**src/rtl/chnlnk_frame_arb.sv**
```systemverilog
// Round-robin arbiter granting the channel-link serializer to one frame builder per frame.
// Control state is held in three copies; every output and next-state decision uses the majority vote.
module chnlnk_frame_arb #(
  parameter int          NREQ    = 4,
  parameter int          IDXW    = 2,
  parameter int          GAP_CYC = 2,
  parameter logic [15:0] TIMEOUT = 16'd1023
) (
  input  logic            CLK,
  input  logic            RST,
  input  logic            EN,
  input  logic [NREQ-1:0] REQ,
  input  logic [NREQ-1:0] LAST,
  output logic [NREQ-1:0] GNT,
  output logic [IDXW-1:0] GNT_IDX,
  output logic            BUSY,
  output logic            TMO_ERR,
  output logic [1:0]      ARB_STATE
);

  typedef enum logic [1:0] {
    ST_IDLE = 2'b00,
    ST_BUSY = 2'b01,
    ST_GAP  = 2'b10,
    ST_ILL  = 2'b11
  } arb_state_e;

  localparam logic [NREQ-1:0] GNT_ONE = NREQ'(1);
  localparam logic [15:0]     GAP_END = 16'(GAP_CYC);
  localparam logic [15:0]     TMO_END = TIMEOUT - 16'd1;

  // Three register copies of every control item.
  logic [1:0]      state0_q, state1_q, state2_q;
  logic [IDXW-1:0] ptr_q  [3];
  logic [15:0]     cnt_q  [3];
  logic [NREQ-1:0] gnt_q  [3];
  logic [IDXW-1:0] idx_q  [3];
  logic            tmo_q  [3];

  // Voted views.
  arb_state_e      st_v;
  logic [IDXW-1:0] ptr_v;
  logic [15:0]     cnt_v;
  logic [NREQ-1:0] gnt_v;
  logic [IDXW-1:0] idx_v;
  logic            tmo_v;

  // Shared next-state values; all three copies load the same value.
  arb_state_e      st_d;
  logic [IDXW-1:0] ptr_d;
  logic [15:0]     cnt_d;
  logic [NREQ-1:0] gnt_d;
  logic [IDXW-1:0] idx_d;
  logic            tmo_d;

  logic            req_hit;
  logic [IDXW-1:0] sel_idx;
  logic [IDXW-1:0] cand;
  logic [15:0]     cnt_inc;

  assign st_v  = arb_state_e'((state0_q & state1_q) | (state0_q & state2_q) | (state1_q & state2_q));
  assign ptr_v = (ptr_q[0] & ptr_q[1]) | (ptr_q[0] & ptr_q[2]) | (ptr_q[1] & ptr_q[2]);
  assign cnt_v = (cnt_q[0] & cnt_q[1]) | (cnt_q[0] & cnt_q[2]) | (cnt_q[1] & cnt_q[2]);
  assign gnt_v = (gnt_q[0] & gnt_q[1]) | (gnt_q[0] & gnt_q[2]) | (gnt_q[1] & gnt_q[2]);
  assign idx_v = (idx_q[0] & idx_q[1]) | (idx_q[0] & idx_q[2]) | (idx_q[1] & idx_q[2]);
  assign tmo_v = (tmo_q[0] & tmo_q[1]) | (tmo_q[0] & tmo_q[2]) | (tmo_q[1] & tmo_q[2]);

  assign cnt_inc = (cnt_v == 16'hFFFF) ? cnt_v : cnt_v + 16'd1;

  // Scan downward in offset so the candidate closest to ptr is the one left standing.
  always_comb begin
    req_hit = 1'b0;
    sel_idx = '0;
    cand    = '0;
    for (int off = NREQ - 1; off >= 0; off--) begin
      cand = IDXW'((int'(ptr_v) + off) % NREQ);
      if (REQ[cand]) begin
        req_hit = 1'b1;
        sel_idx = cand;
      end
    end
  end

  always_comb begin
    st_d  = st_v;
    ptr_d = ptr_v;
    cnt_d = cnt_v;
    gnt_d = gnt_v;
    idx_d = idx_v;
    tmo_d = 1'b0;
    case (st_v)
      ST_IDLE: begin
        gnt_d = '0;
        if (EN && req_hit) begin
          gnt_d = GNT_ONE << sel_idx;
          idx_d = sel_idx;
          ptr_d = IDXW'((int'(sel_idx) + 1) % NREQ);
          cnt_d = '0;
          st_d  = ST_BUSY;
        end
      end
      ST_BUSY: begin
        cnt_d = cnt_inc;
        // LAST is checked first so a coincident timeout never flags an error.
        if (LAST[idx_v]) begin
          gnt_d = '0;
          cnt_d = '0;
          st_d  = ST_GAP;
        end else if (cnt_v == TMO_END) begin
          gnt_d = '0;
          cnt_d = '0;
          tmo_d = 1'b1;
          st_d  = ST_GAP;
        end
      end
      ST_GAP: begin
        gnt_d = '0;
        if (cnt_v == GAP_END) begin
          cnt_d = '0;
          st_d  = ST_IDLE;
        end else begin
          cnt_d = cnt_inc;
        end
      end
      default: begin
        st_d  = ST_IDLE;
        cnt_d = '0;
        gnt_d = '0;
        idx_d = '0;
      end
    endcase
  end

  always_ff @(posedge CLK or posedge RST) begin
    if (RST) begin
      state0_q <= ST_IDLE;
      state1_q <= ST_IDLE;
      state2_q <= ST_IDLE;
      for (int c = 0; c < 3; c++) begin
        ptr_q[c] <= '0;
        cnt_q[c] <= '0;
        gnt_q[c] <= '0;
        idx_q[c] <= '0;
        tmo_q[c] <= 1'b0;
      end
    end else begin
      state0_q <= st_d;
      state1_q <= st_d;
      state2_q <= st_d;
      for (int c = 0; c < 3; c++) begin
        ptr_q[c] <= ptr_d;
        cnt_q[c] <= cnt_d;
        gnt_q[c] <= gnt_d;
        idx_q[c] <= idx_d;
        tmo_q[c] <= tmo_d;
      end
    end
  end

  // Grant and error outputs are qualified by the voted state so an illegal code shows all zeros.
  assign BUSY      = (st_v == ST_BUSY);
  assign GNT       = BUSY ? gnt_v : '0;
  assign GNT_IDX   = idx_v;
  assign TMO_ERR   = (st_v == ST_GAP) && tmo_v;
  assign ARB_STATE = st_v;

endmodule
```
**config.mk**
```make
export PLATFORM = sky130hd
export DESIGN_NAME = chnlnk_frame_arb
export DESIGN_NICKNAME = d
export VERILOG_FILES = /design/src/rtl/chnlnk_frame_arb.sv
export SDC_FILE = /design/constraint.sdc
export NUM_CORES = 1
export LEC_CHECK = 0
export BUFFER_PORTS_ARGS = -buffer_cell sky130_fd_sc_hd__clkbuf_2
export CAP_MARGIN = 20
export CELL_PAD_IN_SITES_DETAIL_PLACEMENT = 0
export CELL_PAD_IN_SITES_GLOBAL_PLACEMENT = 1
export CORE_UTILIZATION = 35
export CTS_CLUSTER_DIAMETER = 50
export DETAILED_ROUTE_END_ITERATION = 8
export GPL_ROUTABILITY_DRIVEN = 0
export PLACE_DENSITY_LB_ADDON = 0.1
export SLEW_MARGIN = 20
export SYNTH_ARGS = -nofsm -noshare
export SYNTH_HDL_FRONTEND = slang
export SYNTH_SLANG_ARGS = --single-unit
```
**constraint.sdc**
```tcl
create_clock -name CLK -period 3.1 [get_ports CLK]
set_clock_uncertainty 0.05 [all_clocks]
set_input_delay 0.155 -clock CLK [delete_from_list [all_inputs] [get_ports CLK]]
set_output_delay 0.155 -clock CLK [all_outputs]
set_load 0.1 [all_outputs]
```
After elaboration in Yosys (flattened, before gate mapping)
Index checks and enable logic that the tools add are counted.

$add $sub $neg: 5. Magnitude comparators: 5. Equal/unequal tests: 5. Shift operators: 1. Mux-type cells: 41. Bitwise gates (word level): 15. Reduce and logical (&&, ||, !) cells: 4.

Operators with widths (count): 2-to-1 mux 16 bit (5); case mux 16 bit (3 select lines) (1); OR 16 bit (2); 2-to-1 mux 2 bit (11); adder 16 x 1 -> 16 bit, second input constant (1); bitwise AND 16 bit (1); == test 16 x 10 -> 1 bit, second input constant (1); == test 16 bit, second input constant (1); == test 16 x 2 -> 1 bit, second input constant (1); 2-to-1 mux 4 bit (4); < comparator 2 x 3 -> 1 bit, second input constant (5); 2-to-1 mux 1 bit (12); OR 2 bit (6); binary-select mux 1 bit (select 2 bit) (5); OR 4 bit (2); case mux 4 bit (2 select lines) (1); bitwise AND 2 bit (3); case mux 2 bit (3 select lines) (1); adder 2 x 1 -> 2 bit, second input constant (2); adder 2 bit, second input constant (2); bitwise AND 4 bit (1); case mux 2 bit (2 select lines) (1); left shift 1 x 2 -> 4 bit, first input constant (1); == test 2 x 1 -> 1 bit, second input constant (1); other kinds (4) (5).

Register bits after elaboration: 27. Bits of input ports: 11. Output and inout port bits: 10. Word-level logic and storage cells: 82.

Longest topological paths before layout
Gate-level depths: netlist of the first run.

Depth after elaboration: 13. Gate-level depth with buffers: 8. Mapped depth without buffers: 7.

Worst setup path after synthesis of the first run
OpenSTA, ideal clock, no wires.

Path type: register to register. Start: register state2_q[0]. End: register gnt_q[0] (netlist bit). Setup time: 0.069 ns. Data arrival time: 3.093 ns. Data required time: 2.981 ns. Path slack: -0.113 ns. Cell stages (with the launch flop): 4. Path buffers: 0. Clock period less this slack: 3.213 ns. Cells stage by stage: dfrtp_1 -> ha_1 -> and2_1 -> a22o_1.

Longest elaborated chain between the ends: 5. Elaborated cells on any way between the ends: 6. Those cells by class: 1 x eq/ne; 1 x mux; 3 x bitwise; 1 x reduce/logical.

RTL lines: start: declaration (RTL line 33) `logic [1:0] state0_q, state1_q, state2_q;`; start signal: assignment (RTL line 149) `state2_q <= st_d;`; bitwise AND 2 bit * (RTL line 61) `assign st_v = arb_state_e'((state0_q & state1_q) | (state0_q & state2_q) | (state1_q & state2_q));`; OR 2 bit (RTL line 61); OR 2 bit * (RTL line 61); == test 2 x 1 -> 1 bit *; named net BUSY (RTL line 16) `output logic BUSY,`; case mux 4 bit (2 select lines) * (RTL line 91) `case (st_v)`; named net gnt_d[0] (RTL line 52) `logic [NREQ-1:0] gnt_d;`; end signal: indexed assignment (RTL line 153) `gnt_q[c] <= gnt_d;`; end: declaration (RTL line 36) `logic [NREQ-1:0] gnt_q [3];`.

Mark *: on every way through the listed nets, which the timed path passes. The rest lies on a longest branch.

Worst setup path in the final report of the first run
Start: register cnt_q[0] (netlist bit). End: register cnt_q[3] (netlist bit).

Longest elaborated chain between the ends: 8. Elaborated cells on any way between the ends: 12. Those cells by class: 1 x add/sub; 3 x eq/ne; 5 x mux; 3 x bitwise.

RTL lines: start: declaration (RTL line 35) `logic [15:0] cnt_q [3];`; start signal: indexed assignment (RTL line 152) `cnt_q[c] <= cnt_d;`; bitwise AND 16 bit * (RTL line 63) `assign cnt_v = (cnt_q[0] & cnt_q[1]) | (cnt_q[0] & cnt_q[2]) | (cnt_q[1] & cnt_q[2]);`; OR 16 bit (RTL line 63); OR 16 bit * (RTL line 63); adder 16 x 1 -> 16 bit / == test 16 bit (equally long branches) (RTL line 68) `assign cnt_inc = (cnt_v == 16'hFFFF) ? cnt_v : cnt_v + 16'd1;`; 2-to-1 mux 16 bit (RTL line 68); 2-to-1 mux 16 bit (RTL line 109) `end else if (cnt_v == TMO_END) begin`; 2-to-1 mux 16 bit (RTL line 105) `if (LAST[idx_v]) begin`; case mux 16 bit (3 select lines) * (RTL line 91); named net cnt_d[3] (RTL line 51) `logic [15:0] cnt_d;`.

Marks and branches as above.

==> results.py, run 1 <==
metrics = {
    "final_layout": {
        "antenna_cells": 0,
        "final_cell_mix": "27 x dfrtp_1, 20 x clkbuf_2, 15 x nand2_1",
        "final_area_um2": 2021,
        "fillCellCount": 502,
        "register_area_um2": 675.6,
        "drive_gt1_share_pct": 16.82,
        "mostFrequentLayoutCell": "dfrtp_1",
        "fin_util_pct": 41.95,
        "multi_input_area_um2": 1026,
        "finalNetCount": 236,
        "syn2layout_area_growth_pct": 12.94,
    },
    "floorplan": {
        "initial_core_util_pct": 37.14,
        "dieArea_um2": 5402,
        "core_area_um2": 4817,
        "dieWidth_um": 73.50,
        "die_h_um": 73.50,
        "pin_count": 21,
        "rows": 25,
    },
    "placed_design": {
        "io_buffers": 20,
        "dp_slack_ns": 0.5735,
        "dpl.hpwl_mm": 3.226,
        "placed_area_um2": 1962,
    },
    "clocking": {
        "cts_buffers": 3,
        "clock-root-buffer": "clkbuf_8",
        "insertion_delay_ns": 0.28,
        "clk_path_buf_depth": 2,
        "htree_levels": 1,
        "cts_setup_buffers": 0,
        "clock-sinks": 27,
        "clk_pin_slew_worst_paths_ns": 0.10,
        "cts_tree": "yes",
    },
    "global_route": {
        "grt_overflow": 0,
        "grt_pass1_wl_mm": 6.851,
        "grt_max_degree": 29,
        "track_usage_pct": 16.59,
        "antenna_found_initial": 0,
        "first_global_vias": 1474,
    },
    "drt": {
        "route.detailed.drc": 0,
        "wl_per_cell_um": 14.90,
        "first_pass_iters": 4,
        "vias": 1543,
        "drt-total-wl_mm": 4.187,
        "drtIter0Drc": 98,
        "avgViaCountPerCell": 5.491,
        "postRouteAntennaNets": 0,
    },
    "setup_path": {
        "r2r_setup_slack_ns": 0.55,
        "crit_fanout": 28,
        "critPathKind": "reg2reg",
        "cp-endpoint": "cnt_q[3]",
        "crit_start": "cnt_q[0]",
        "cp_cell_sequence": "inv_1, ha_1, or3b_2, o41ai_4, o32ai_4, a41oi_1, a21oi_1",
        "critPathCaptureType": "flop",
        "slowest_delay_ns": 0.51,
        "startpoint_type": "flop",
        "arrival_ns": 2.65,
        "slowest_stage": "or3b_2",
        "r2r-end": "cnt_q[3]",
        "r2r-start": "cnt_q[0]",
        "ff2ff_path_depth": 7,
        "cp.required_ns": 3.21,
    },
    "synth": {
        "synth_edf_count": 0,
        "synth_area_per_cell_um2": 9.271,
        "synthesis.nets": 214,
        "yosys_register_bits": 27,
        "syn-cell-area_um2": 1789,
        "synth-async-reset-ratio_pct": 100.0,
        "synthDistinctLibCells": 40,
        "synth_warnings": 0,
        "synth-seq-area-share_pct": 37.76,
        "synthFlopType": "dfrtp_1",
        "syn_inst": 193,
    },
    "timing": {
        "fin_crit_sh_pct": 82.10,
        "maxSlewViolCount": 0,
        "fin_crit_ns": 2.545,
        "rsz0062_at_grt": "false",
        "hold_violations": 0,
        "slew_headroom_pct": 37.83,
        "tightest_slew_ns": 0.9325,
        "timing.fmax_mhz": 392.9,
        "setup_slack_ns": 0.5549,
        "setup_tns_ns": 0,
        "finalSetupViolCount": 0,
    },
    "min_path": {
        "hp-class": "in2reg",
    },
    "pwr": {
        "ir_drop_uv": 534.3,
        "cellPowerDensity_nw_per_um2": 720.6,
        "p_leak_nw": 0.8750,
    },
    "outcome": {
        "status": "finished, final reports clean",
    },
    "flow_run": {
        "cap_violations": 0,
    },
}
==> how the worst min path moves through the flow <==
| stage | depth (start not counted) | from | slack [ns] | to |
|---|---|---|---|---|
| 6_report | 5 | EN | 0.28 | idx_q[0] |
| 5_1_grt | 5 | EN | 0.30 | idx_q[0] |
| 4_1_cts | 5 | EN | 0.29 | idx_q[0] |
| 3_5_place_dp | 2 | RST | 0.17 | cnt_q[8] |
| 3_3_place_gp | 2 | RST | 0.41 | cnt_q[8] |
| 2_1_floorplan | 1 | RST | 0.16 | cnt_q[0] |
==> cell type report <==
type,count,area share (%)
Inverter,13,2.415
Clock buffer,3,2.043
Tap cell,67,4.149
Timing Repair Buffer,22,6.811
Multi-Input combinational cell,148,50.77
Clock inverter,1,0.3715
Sequential cell,27,33.44
==> metal layers <==
metal / wire length [µm] / share of wire (%) / vias to the layer above / global-route usage (%)
li1: - / - / 764 / -
met1: 1858 / 44 / 729 / 20.41
met2: 2090 / 50 / 43 / 29.15
met3: 166 / 4.0 / 7 / 2.332
met4: 71 / 1.7 / 0 / 6.410
met5: 0 / 0 / - / 0
==> cells in the mapped netlist, types with 4 or more instances <==
library cell / instances / share of area, %
nor2_1: 11 / 2.3
inv_1: 13 / 2.7
a31oi_1: 7 / 2.4
nand4_1: 10 / 3.5
nand2_1: 15 / 3.1
ha_1: 10 / 7.0
nand3_1: 13 / 3.6
or3b_1: 4 / 2.0
o21ai_0: 6 / 1.7
dfrtp_1: 27 / 38
nand2b_1: 6 / 2.1
and3_1: 4 / 1.4
a21oi_1: 14 / 3.9
a22o_1: 5 / 2.4
and2_1: 8 / 2.8
nor3_1: 5 / 1.4
==> logic make-up (layout without fill, tap and decap cells) <==
kind of cell	count (synthesis)	after routing	share of synthesized area (%)
AO/OA/AOI/OAI	50	50	20.63
flip-flops	27	27	37.76
multiplexers	4	4	3.007
buffers and inverters	18	39	5.035
adder cells (fa/ha/maj)	10	10	6.993
AND/OR/NAND/NOR	84	84	26.57
==> worst max-delay path, delay by kind of cell, from the launching register on <==
kind                     cells  cell delay (ns)
flip-flops                   1             0.43
buffers and inverters        1             0.12
AO/OA/AOI/OAI                4             1.15
adder cells (fa/ha/maj)      1             0.15
AND/OR/NAND/NOR              1             0.51
==> sequential cells by signal (all words and copies together), names as in the netlist <==
register  count
cnt_q        16
tmo_q         1
ptr_q         2
gnt_q         4
idx_q         2
state2_q      2
==> power breakdown <==
group | total (mW) | internal, mW | switching, mW
registers | 0.464 | 0.409 | 0.0548
logic | 0.778 | 0.222 | 0.556
clock network | 0.215 | 0.0916 | 0.123
total | 1.46 | 0.722 | 0.734
==> through the flow <==
stage	instances	power, mW	hold slack (ns)
2_1_floorplan	193	1.126	0.1577
3_3_place_gp	275	1.234	0.4103
3_5_place_dp	276	1.260	0.1694
4_1_cts	281	1.480	0.2862
5_1_grt	281	1.555	0.3032
6_report	281	1.456	0.2817
==> timing repair <==
action | CTS | global route
gates resized for setup | 0 | 0
hold endpoints to repair | 11 | 0
hold buffers | 1 | 0
Note: power is estimated with default switching activity, not from simulation.
==> run 2: changes to the inputs <==
==> constraint.sdc (replaced) <==
create_clock -name CLK -period 2.5 [get_ports CLK]
set_clock_uncertainty 0.05 [all_clocks]
set_input_delay 0.125 -clock CLK [delete_from_list [all_inputs] [get_ports CLK]]
set_output_delay 0.125 -clock CLK [all_outputs]
set_load 0.1 [all_outputs]
==> results.py, run 2 (same netlist as run 1, synthesis figures left out) <==
metrics = {
    "timing": {
        "timing.fmax_mhz": 435.1,
        "tightest_slew_ns": 0.7208,
        "hold_violations": 0,
        "finalSetupViolCount": 0,
        "setup_tns_ns": 0,
        "rsz0062_at_grt": "false",
        "fin_crit_sh_pct": 91.94,
        "slew_headroom_pct": 51.32,
        "fin_crit_ns": 2.299,
        "maxSlewViolCount": 0,
    },
    "placed_design": {
        "placed_cells": 292,
        "placed_area_um2": 2079,
        "io_buffers": 20,
        "dpl.hpwl_mm": 3.418,
    },
    "final_layout": {
        "final_cell_mix": "25 x dfrtp_1, 20 x clkbuf_2, 20 x buf_4",
        "reg_top3": "cnt_q: 16 flops, gnt_q: 4 flops",
        "finalNetCount": 256,
        "drive_gt1_share_pct": 26.50,
        "antenna_cells": 0,
        "largest_register_ffs": 16,
        "final_area_um2": 2190,
        "fillCellCount": 491,
        "final_cell_count_no_fill": 301,
        "mostFrequentLayoutCell": "dfrtp_1",
        "syn2layout_area_growth_pct": 22.38,
        "fin_util_pct": 45.45,
        "largest_register": "cnt_q",
    },
    "drt": {
        "first_pass_iters": 4,
        "drt-total-wl_mm": 4.714,
        "postRouteAntennaNets": 0,
        "route.detailed.drc": 0,
        "drtIter0Drc": 132,
        "wl_per_cell_um": 15.66,
        "vias": 1696,
        "avgViaCountPerCell": 5.635,
    },
    "outcome": {
        "status": "finished, final reports clean",
    },
    "clocking": {
        "clock-root-buffer": "clkbuf_8",
        "clk_path_buf_depth": 2,
        "cts_buffers": 3,
        "clock-sinks": 27,
        "insertion_delay_ns": 0.29,
        "htree_levels": 1,
        "cts_tree": "yes",
        "clk_pin_slew_worst_paths_ns": 0.11,
    },
    "floorplan": {
        "dieWidth_um": 73.50,
        "die_h_um": 73.50,
        "dieArea_um2": 5402,
        "initial_core_util_pct": 37.14,
        "rows": 25,
        "pin_count": 21,
        "core_area_um2": 4817,
    },
    "min_path": {
        "hold_path_depth": 5,
        "hp-class": "in2reg",
        "hold_start": "EN",
        "min_to": "idx_q[0]",
    },
    "setup_path": {
        "r2r_setup_slack_ns": 0.20,
        "startpoint_type": "flop",
        "critPathCaptureType": "flop",
        "r2r-end": "cnt_q[3]",
        "cp.required_ns": 2.62,
        "arrival_ns": 2.42,
        "r2r-start": "cnt_q[0]",
        "critPathKind": "reg2reg",
        "ff2ff_path_depth": 8,
        "crit_fanout": 14,
    },
    "pwr": {
        "cellPowerDensity_nw_per_um2": 886.2,
        "ir_drop_uv": 597.1,
        "p_leak_nw": 0.9809,
        "power_mw": 1.940,
    },
    "global_route": {
        "grt_max_degree": 29,
        "grt_pass1_wl_mm": 7.562,
        "antenna_found_initial": 0,
        "grt_overflow": 0,
        "first_global_vias": 1560,
        "track_usage_pct": 18.39,
    },
    "flow_run": {
        "cap_violations": 0,
    },
}
==> run 2: metrics by stage <==
step | hold WS [ns] | setup WS, ns
2_1_floorplan | 0.1276 | 0.03727
3_3_place_gp | 0.2034 | 0.08801
3_5_place_dp | 0.2122 | 0.01748
4_1_cts | 0.2502 | 0.003066
5_1_grt | 0.2695 | 0.08327
6_report | 0.2493 | 0.2015
==> run 2: routing by layer <==
| layer | wire [µm] | GRT usage [%] |
|---|---|---|
| met5 | 0 | 0 |
| met1 | 2082 | 22.46 |
| met2 | 2363 | 32.01 |
| met3 | 196 | 3.155 |
| met4 | 72 | 7.265 |
==> run 2: power breakdown <==
part	internal [mW]	switching [mW]
Sequential	0.509	0.0609
Combinational	0.336	0.754
Clock	0.118	0.163
==> run 2: worst max-delay path by stage <==
stage           endpoint  slack [ns]   startpoint  depth (start not counted)
2_1_floorplan  cnt_q[13]        0.04  state2_q[1]                          6
3_3_place_gp    cnt_q[3]        0.09     cnt_q[0]                          7
3_5_place_dp    cnt_q[3]        0.02     cnt_q[0]                          7
4_1_cts         cnt_q[3]       0.003     cnt_q[0]                          7
5_1_grt         cnt_q[3]        0.08     cnt_q[0]                          8
6_report        cnt_q[3]        0.20     cnt_q[0]                          8
==> run 2: timing repair <==
action,in CTS,in global routing
setup buffers,0,3
gates resized for setup,0,1
setup endpoints to repair,0,15
hold buffers,1,0
endpoints found under the hold margin,17,0
==> run 2: worst max-delay path, stage by stage (launching register included) <==
cell	delay, ns
dfrtp_1	0.40
inv_1	0.11
ha_1	0.14
or3b_2	0.50
nor4_4	0.32
buf_4	0.18
o32ai_4	0.16
a41oi_1	0.26
a21oi_1	0.07
==> run 2: cell type report <==
type                       count  area [µm²]  area share (%)
tap                           67       83.83           3.829
multi-input combinational    149        1069           48.80
timing repair buffer          41       260.3           11.89
clock inverter                 1       8.758          0.4000
clock buffer                   3       41.29           1.886
sequential                    27       678.2           30.97
inverter                      13       48.80           2.229
